===== src/rtl/instr_fetch.sv =====
// rtl/instr_fetch.sv - fetch stage: PC, single-outstanding imem requests, skid-buffered output to decode
module instr_fetch #(
    parameter logic [15:0] RESET_PC = 16'h0000,
    parameter int          PC_STEP  = 2
) (
    input  logic        clk,
    input  logic        rst,
    output logic        imem_req,
    output logic [15:0] imem_addr,
    input  logic        imem_rvalid,
    input  logic [15:0] imem_rdata,
    input  logic        redirect_valid,
    input  logic [15:0] redirect_pc,
    output logic        if_valid,
    input  logic        if_ready,
    output logic [15:0] if_instr,
    output logic [15:0] if_pc
);

    typedef enum logic [1:0] {
        IDLE = 2'd0,
        WAIT = 2'd1,
        DROP = 2'd2
    } state_t;

    localparam logic [15:0] W_STEP = 16'(PC_STEP);

    state_t      r_state;
    state_t      w_state_next;
    logic [15:0] r_pc;
    logic [15:0] r_req_pc;
    logic        r_out_valid;
    logic [15:0] r_out_instr;
    logic [15:0] r_out_pc;
    logic        r_skid_valid;
    logic [15:0] r_skid_instr;
    logic [15:0] r_skid_pc;

    logic        w_issue;
    logic        w_consume;
    logic        w_resp_keep;
    logic [15:0] w_redirect_target;

    // Bit 0 of the redirect target is forced low so the PC stays halfword aligned.
    assign w_redirect_target = redirect_pc & 16'hFFFE;
    assign w_issue     = !rst && (r_state == IDLE) && !r_skid_valid && !redirect_valid;
    assign w_consume   = r_out_valid && if_ready;
    assign w_resp_keep = (r_state == WAIT) && imem_rvalid && !redirect_valid;

    assign imem_req  = w_issue;
    assign imem_addr = r_pc;
    assign if_valid  = r_out_valid;
    assign if_instr  = r_out_instr;
    assign if_pc     = r_out_pc;

    // State register for the request tracker.
    always_ff @(posedge clk) begin
        if (rst) begin
            r_state <= IDLE;
        end else begin
            r_state <= w_state_next;
        end
    end

    // Next-state: a redirect turns a kept response into a dropped one; any response frees the slot.
    always_comb begin
        w_state_next = r_state;
        case (r_state)
            IDLE: begin
                if (w_issue) begin
                    w_state_next = WAIT;
                end
            end
            WAIT: begin
                if (imem_rvalid) begin
                    w_state_next = IDLE;
                end else if (redirect_valid) begin
                    w_state_next = DROP;
                end
            end
            DROP: begin
                if (imem_rvalid) begin
                    w_state_next = IDLE;
                end
            end
            default: w_state_next = IDLE;
        endcase
    end

    // PC update: redirect has priority over sequential advance; req_pc tags the outstanding fetch.
    always_ff @(posedge clk) begin
        if (rst) begin
            r_pc     <= RESET_PC;
            r_req_pc <= 16'h0000;
        end else if (redirect_valid) begin
            r_pc <= w_redirect_target;
        end else if (w_issue) begin
            r_req_pc <= r_pc;
            r_pc     <= r_pc + W_STEP;
        end
    end

    // Output register and one-entry skid buffer; skid only fills while the output is stalled.
    always_ff @(posedge clk) begin
        if (rst) begin
            r_out_valid  <= 1'b0;
            r_out_instr  <= 16'h0000;
            r_out_pc     <= 16'h0000;
            r_skid_valid <= 1'b0;
            r_skid_instr <= 16'h0000;
            r_skid_pc    <= 16'h0000;
        end else if (redirect_valid) begin
            r_out_valid  <= 1'b0;
            r_skid_valid <= 1'b0;
        end else if (w_resp_keep) begin
            if (!r_out_valid || w_consume) begin
                r_out_valid <= 1'b1;
                r_out_instr <= imem_rdata;
                r_out_pc    <= r_req_pc;
            end else begin
                r_skid_valid <= 1'b1;
                r_skid_instr <= imem_rdata;
                r_skid_pc    <= r_req_pc;
            end
        end else if (w_consume) begin
            if (r_skid_valid) begin
                r_out_instr  <= r_skid_instr;
                r_out_pc     <= r_skid_pc;
                r_skid_valid <= 1'b0;
            end else begin
                r_out_valid <= 1'b0;
            end
        end
    end

endmodule


===== config.mk =====
export PLATFORM = sky130hd
export DESIGN_NAME = instr_fetch
export DESIGN_NICKNAME = d
export VERILOG_FILES = /design/src/rtl/instr_fetch.sv
export SDC_FILE = /design/constraint.sdc
export NUM_CORES = 1
export LEC_CHECK = 0
export ABC_AREA = 1
export CAP_MARGIN = 10
export CORE_ASPECT_RATIO = 0.6
export CORE_MARGIN = 4
export CORE_UTILIZATION = 27
export DETAILED_ROUTE_END_ITERATION = 7
export SLEW_MARGIN = 30
export SYNTH_ARGS = -nofsm -noshare
export SYNTH_HDL_FRONTEND = slang
export SYNTH_SLANG_ARGS = --single-unit

===== constraint.sdc =====
create_clock -name clk -period 2.15 [get_ports clk]
set_clock_uncertainty 0.2 [all_clocks]
set_input_delay 0.43 -clock clk [delete_from_list [all_inputs] [get_ports clk]]
set_output_delay 0.43 -clock clk [all_outputs]
set_load 0.1 [all_outputs]

After elaboration in Yosys (flattened, before gate mapping)

Cells that the tools add are included.

Flip-flop bits (word level): 100
Bits in latches: 0
RAM bits: 0
Bits in read-only memories: 0
Bits of input ports: 37
Output and inout bits: 50
Memories kept: 0

Add/sub/neg operators: 1
$mul: 0
Div/mod/pow operators: 0
$lt $le $gt $ge: 0
Equality and inequality tests: 8
Shifts and indexed selects: 0
Mux-type cells: 22
Bitwise operators: 2
Reduce and logical (&&, ||, !) cells: 22

Operators with widths:

| cell                    | number |
|---|---|
| $mux W16                | 10 |
| $add A16 B2 Y16 const B | 1 |
| $reduce_and A3 Y1       | 3 |
| $mux W2                 | 4 |
| $mux W1                 | 7 |
| $logic_and A1 B1 Y1     | 6 |
| $ne A2 B2 Y1 const B    | 3 |
| $pmux W2 S3             | 1 |
| $reduce_bool A2 Y1      | 3 |
| $logic_not A1 Y1        | 4 |
| $ne A2 B1 Y1 const B    | 2 |
| $reduce_and A2 Y1       | 2 |
| $reduce_and A4 Y1       | 1 |
| $ne A3 B3 Y1 const B    | 1 |
| $eq A2 B1 Y1 const B    | 1 |
| $eq A2 B2 Y1 const B    | 1 |
| $logic_not A2 Y1        | 1 |
| $not A1 Y1              | 2 |
| $reduce_or A2 Y1        | 1 |
| $logic_or A1 B1 Y1      | 1 |

Logic depth before layout (Yosys ltp)

Depth after elaboration: 6
Mapped depth: 10
Mapped depth without buffers: 9

Worst setup path after synthesis

Ideal clock, no wire load.

Path type: register to register
Start: register r_pc[2], in the netlist imem_addr[2]
End: register r_pc[11], in the netlist imem_addr[11]
Data arrival time: 2052 ps
Required time: 1840 ps
Slack: -211 ps
Stages on the path, launching flop included: 9
Path buffers: 0
Cell sequence: dfxtp_1 -> ha_1 -> nand2_1 -> nor2_1 -> nand3_1 -> nand3_1 -> nand3_1 -> nand2_1 -> inv_1

Cells in the longest elaborated chain, start to end: 3

RTL lines:

| element                | line | RTL |
|---|---|---|
| from (decl)            | 30   | `logic [15:0] r_pc;` |
| from (signal assigned) | 96   | `r_pc <= w_redirect_target;` |
| from (signal assigned) | 99   | `r_pc <= r_pc + W_STEP;` |
| $add A16 B2 Y16        | 99   |  |
| $mux W16               | 97   | `end else if (w_issue) begin` |
| $mux W16               | 95   | `end else if (redirect_valid) begin` |

No other way between the ends. The select of a mux whose other input is x is not followed.
A chain may end at the register's enable or synchronous reset.

Worst setup path in the final report

Start: register r_state[1]
End: output port imem_req

Cells in the longest elaborated chain, start to end: 4

RTL lines:

| element                          | line | RTL |
|---|---|---|
| from (decl)                      | 28   | `state_t r_state;` |
| from (signal assigned)           | 61   | `r_state <= w_state_next;` |
| $logic_not A2 Y1                 | 46   | `assign w_issue = !rst && (r_state == IDLE) && !r_skid_valid && !redirect_valid;` |
| $logic_and A1 B1 Y1 (3 in a row) | 46   |  |
| to (decl)                        | 8    | `output logic imem_req,` |

No other way between the ends.

==> flow_summary.rst <==
.. list-table::
   :header-rows: 1

   * - Metric
     - Value
   * - Result of the run
     - finished clean
   * - Overall routing resource usage
     - 13.8%
   * - Overflow left after global routing
     - 0
   * - Tcrit/Tclk final
     - 89.9%
   * - Remaining design rule violation count
     - 0
   * - Post-detailed-placement cell area
     - 5960 sq um
   * - Capturing element type of the critical path
     - output pin
   * - Core area
     - 16300 sq um
   * - Count of port buffers added during placement
     - 83
   * - Sum of routed wire length over all layers
     - 12.5 mm
   * - Max-cap violation count
     - 0
   * - Vias
     - 4289
   * - Die boundary width
     - 175 um
   * - Hold path endpoint
     - r_skid_pc[11]
   * - Data arrival time of the worst path
     - 1300 ps
   * - Largest voltage drop on the vdd net
     - 0.000363 V
   * - Number of search-and-repair iterations in the first detailed-routing pass
     - 5
   * - Filler Cell Count
     - 1752
   * - Number of placed instances with taps included
     - 989
   * - Clock-pin slew on the worst setup and hold paths
     - 70 ps
   * - Area enclosed by the die boundary
     - 18900 sq um
   * - Maximum net fanout on the critical path
     - 4
   * - Sinks on the clock net
     - 96
   * - Time the worst path needs with I/O delays and setup
     - 1930 ps
   * - Drt wl/cell
     - 12.5 um
   * - Number of violations reported at the end of detailed-routing iteration 0
     - 344
   * - Count of standard-cell rows
     - 36
   * - Clk Latency, worst-skew pair
     - 340 ps
   * - Setup bufs post-CTS
     - 0
   * - Average cell area after synthesis
     - 6.56 sq um
   * - Via count of the first global-routing pass
     - 4023
   * - Total count of max-transition violations in the final report
     - 0
   * - TritonCTS clock tree
     - yes
   * - Final-report hold violation count
     - 0
   * - Inserted Clock Buffers
     - 9
   * - Die Span Y
     - 108 um
   * - Final Cell Area
     - 6310 sq um
   * - Layout Area Growth over Synthesis
     - 39.5%
   * - Top-Level Pins
     - 87
   * - Slack of the worst reg-to-reg path
     - 320 ps
   * - Worst hold path startpoint
     - r_skid_pc[11]
   * - Fin nets
     - 810
   * - Initial core utilization
     - 27.7%
   * - Depth of the most critical reg-to-reg path
     - 9
   * - Post-detail-place hpwl
     - 9.00 mm
   * - Critical path class
     - reg -> out
   * - Share of final-layout standard cells stronger than drive strength 1
     - 14.0%
   * - Residual antenna-violating net count after detailed routing
     - 0
   * - Global-route wire length before repair
     - 20.9 mm
   * - Worst setup slack before clock tree synthesis
     - -29.7 ps
   * - Hold crit path type
     - reg -> reg
   * - Critical Path Start Type
     - flop
   * - Initial antenna violation count
     - 0
   * - Count of yosys warnings during synthesis
     - 0
   * - Worst path setup slack after routing
     - 218 ps
   * - Synth unique cells
     - 31
   * - Post-Synthesis Cells
     - 689
   * - Per-cell via count in the routed design
     - 4.27
   * - Total power density per cell area
     - 705 nW/um^2
   * - Total Negative Setup Slacks
     - 0 ps
   * - RR Endpoint
     - imem_addr[15]
   * - Maximum number of pins on one net before global-route repair
     - 45
   * - Diode count
     - 0
   * - Launching point of the worst reg2reg path
     - imem_addr[2]
   * - Master cell of the clock root buffer
     - clkbuf_16
   * - Sequential area share after synthesis
     - 42.5%
   * - Hold Path Cell Cnt
     - 2
   * - Mapped Area
     - 4520 sq um
   * - Last weighted congestion value of the routability-driven placer
     - 0.823
   * - Fmax achieved
     - 518 MHz
   * - CTS H-tree depth
     - 3
   * - Post-route insts no fill
     - 1005
   * - Number of endpoints failing setup at the final stage
     - 0
   * - Flip-flop and latch count after synthesis
     - 96
   * - Leakage power total
     - 2.80 nW
   * - CP required
     - 1520 ps
   * - RSZ-0062 raised after global routing
     - no
   * - Power consumption
     - 4.45 mW
   * - Maximum clock path buffer count
     - 2
state kept, by name (all words and copies together), names as in the netlist:
name / count
if_instr: 16
if_pc: 15
if_valid: 1
imem_addr: 15
r_req_pc: 15
r_skid_instr: 16
r_skid_pc: 15
r_skid_valid: 1
r_state: 2
metal layers:
metal	routed length [um]	global-route usage (%)	share of wire, %
met1	7020	21.7	56
met2	4540	17.8	36
met3	902	4.16	7.2
met4	73	3.03	0.58
met5	0	0	0
synthesized netlist by cell type:
| library cell | count | share of area, % |
|---|---|---|
| buf_6 | 7 | 1.7 |
| ha_1 | 1 | 0.28 |
| nor2_4 | 2 | 0.50 |
| nand3_2 | 1 | 0.22 |
| o21ai_2 | 1 | 0.19 |
| clkbuf_1 | 14 | 1.2 |
| nand2_4 | 1 | 0.25 |
| or2_2 | 1 | 0.14 |
| o211ai_1 | 1 | 0.17 |
| o21ai_0 | 59 | 6.5 |
| buf_4 | 7 | 1.2 |
| a31oi_1 | 3 | 0.42 |
| inv_2 | 3 | 0.25 |
| o21a_1 | 6 | 1.0 |
| a211oi_2 | 1 | 0.28 |
| nand2_2 | 2 | 0.28 |
| dfxtp_1 | 96 | 43 |
| nor3_1 | 1 | 0.11 |
| buf_2 | 9 | 1.0 |
| nor2_1 | 100 | 8.3 |
| nand3b_1 | 1 | 0.17 |
| o21bai_1 | 1 | 0.17 |
| nand2_1 | 209 | 17 |
| buf_1 | 1 | 0.083 |
| a21oi_1 | 49 | 5.4 |
| nand4_1 | 4 | 0.55 |
| inv_1 | 83 | 6.9 |
| conb_1 | 1 | 0.083 |
| nand3_1 | 22 | 2.4 |
| a21boi_1 | 1 | 0.17 |
| o221ai_1 | 1 | 0.19 |
kinds of logic (layout without fill, tap and decap cells):
group | count (synthesis) | in the layout | synth area share [%]
AND/OR/NAND/NOR | 344 | 344 | 30.3
buffers and inverters | 124 | 211 | 12.3
AO/OA/AOI/OAI | 123 | 123 | 14.5
flip-flops | 96 | 96 | 42.5
adder cells (fa/ha/maj) | 1 | 1 | 0.277
other | 1 | 2 | 0.0830
report_power, final:
| group | switching [mW] | internal [mW] | total, mW |
|---|---|---|---|
| clock network | 0.707 | 1.14 | 1.85 |
| logic | 0.454 | 0.250 | 0.704 |
| registers | 0.0699 | 1.83 | 1.90 |
layout make-up:
cell class	count	area, sq um	share of cell area, %
multi-input cells	470	2050	32.5
flip-flops and latches	96	1930	30.6
repair buffers	109	1380	21.9
inverters	86	323	5.12
well taps	228	285	4.52
clock buffers	9	225	3.57
clock inverters	7	120	1.90
layout by cell type (no fill, tap or decap), types with 2 or more instances in the layout:
| cell type | instances |
|---|---|
| dfxtp_1 | 91 |
| clkbuf_16 | 9 |
| nor2_4 | 2 |
| inv_2 | 4 |
| nor2_1 | 100 |
| conb_1 | 2 |
| o21ai_0 | 59 |
| clkdlybuf4s50_1 | 33 |
| nand2_2 | 2 |
| bufinv_16 | 3 |
| buf_12 | 38 |
| o21a_1 | 6 |
| buf_4 | 36 |
| a31oi_1 | 3 |
| inv_1 | 82 |
| clkinv_4 | 2 |
| nand2_1 | 209 |
| dfxtp_2 | 5 |
| nand4_1 | 4 |
| nand3_1 | 22 |
| a21oi_1 | 49 |
repair_timing:
item / CTS / global route
resized for setup: 0 / 1
hold buffers: 0 / 0
setup endpoints to repair: 0 / 1
critical path: stages, from the launching register on:
cell	delay (ps)
dfxtp_1	360
nor2_1	160
nand3_1	100
inv_1	150
buf_12	190
worst max path at each step:
stage | slack (ps) | from | cells after the start | end
2_1_floorplan | 60 | if_valid | 7 | r_skid_instr[2]
3_3_place_gp | 6 | redirect_valid | 7 | r_skid_instr[14]
3_5_place_dp | -30 | imem_rvalid | 7 | if_pc[6]
4_1_cts | 10 | redirect_valid | 5 | imem_req
5_1_grt | 120 | r_state[1] | 4 | imem_req
6_report | 220 | r_state[1] | 4 | imem_req
metrics by stage:
stage / hold WS, ps / utilization, %
6_report: 245 / 38.7
5_1_grt: 265 / 38.7
4_1_cts: 247 / 38.7
3_5_place_dp: 236 / 36.5
3_3_place_gp: 232 / 36.5
2_1_floorplan: 225 / -
(Power assumes the default switching activity.)
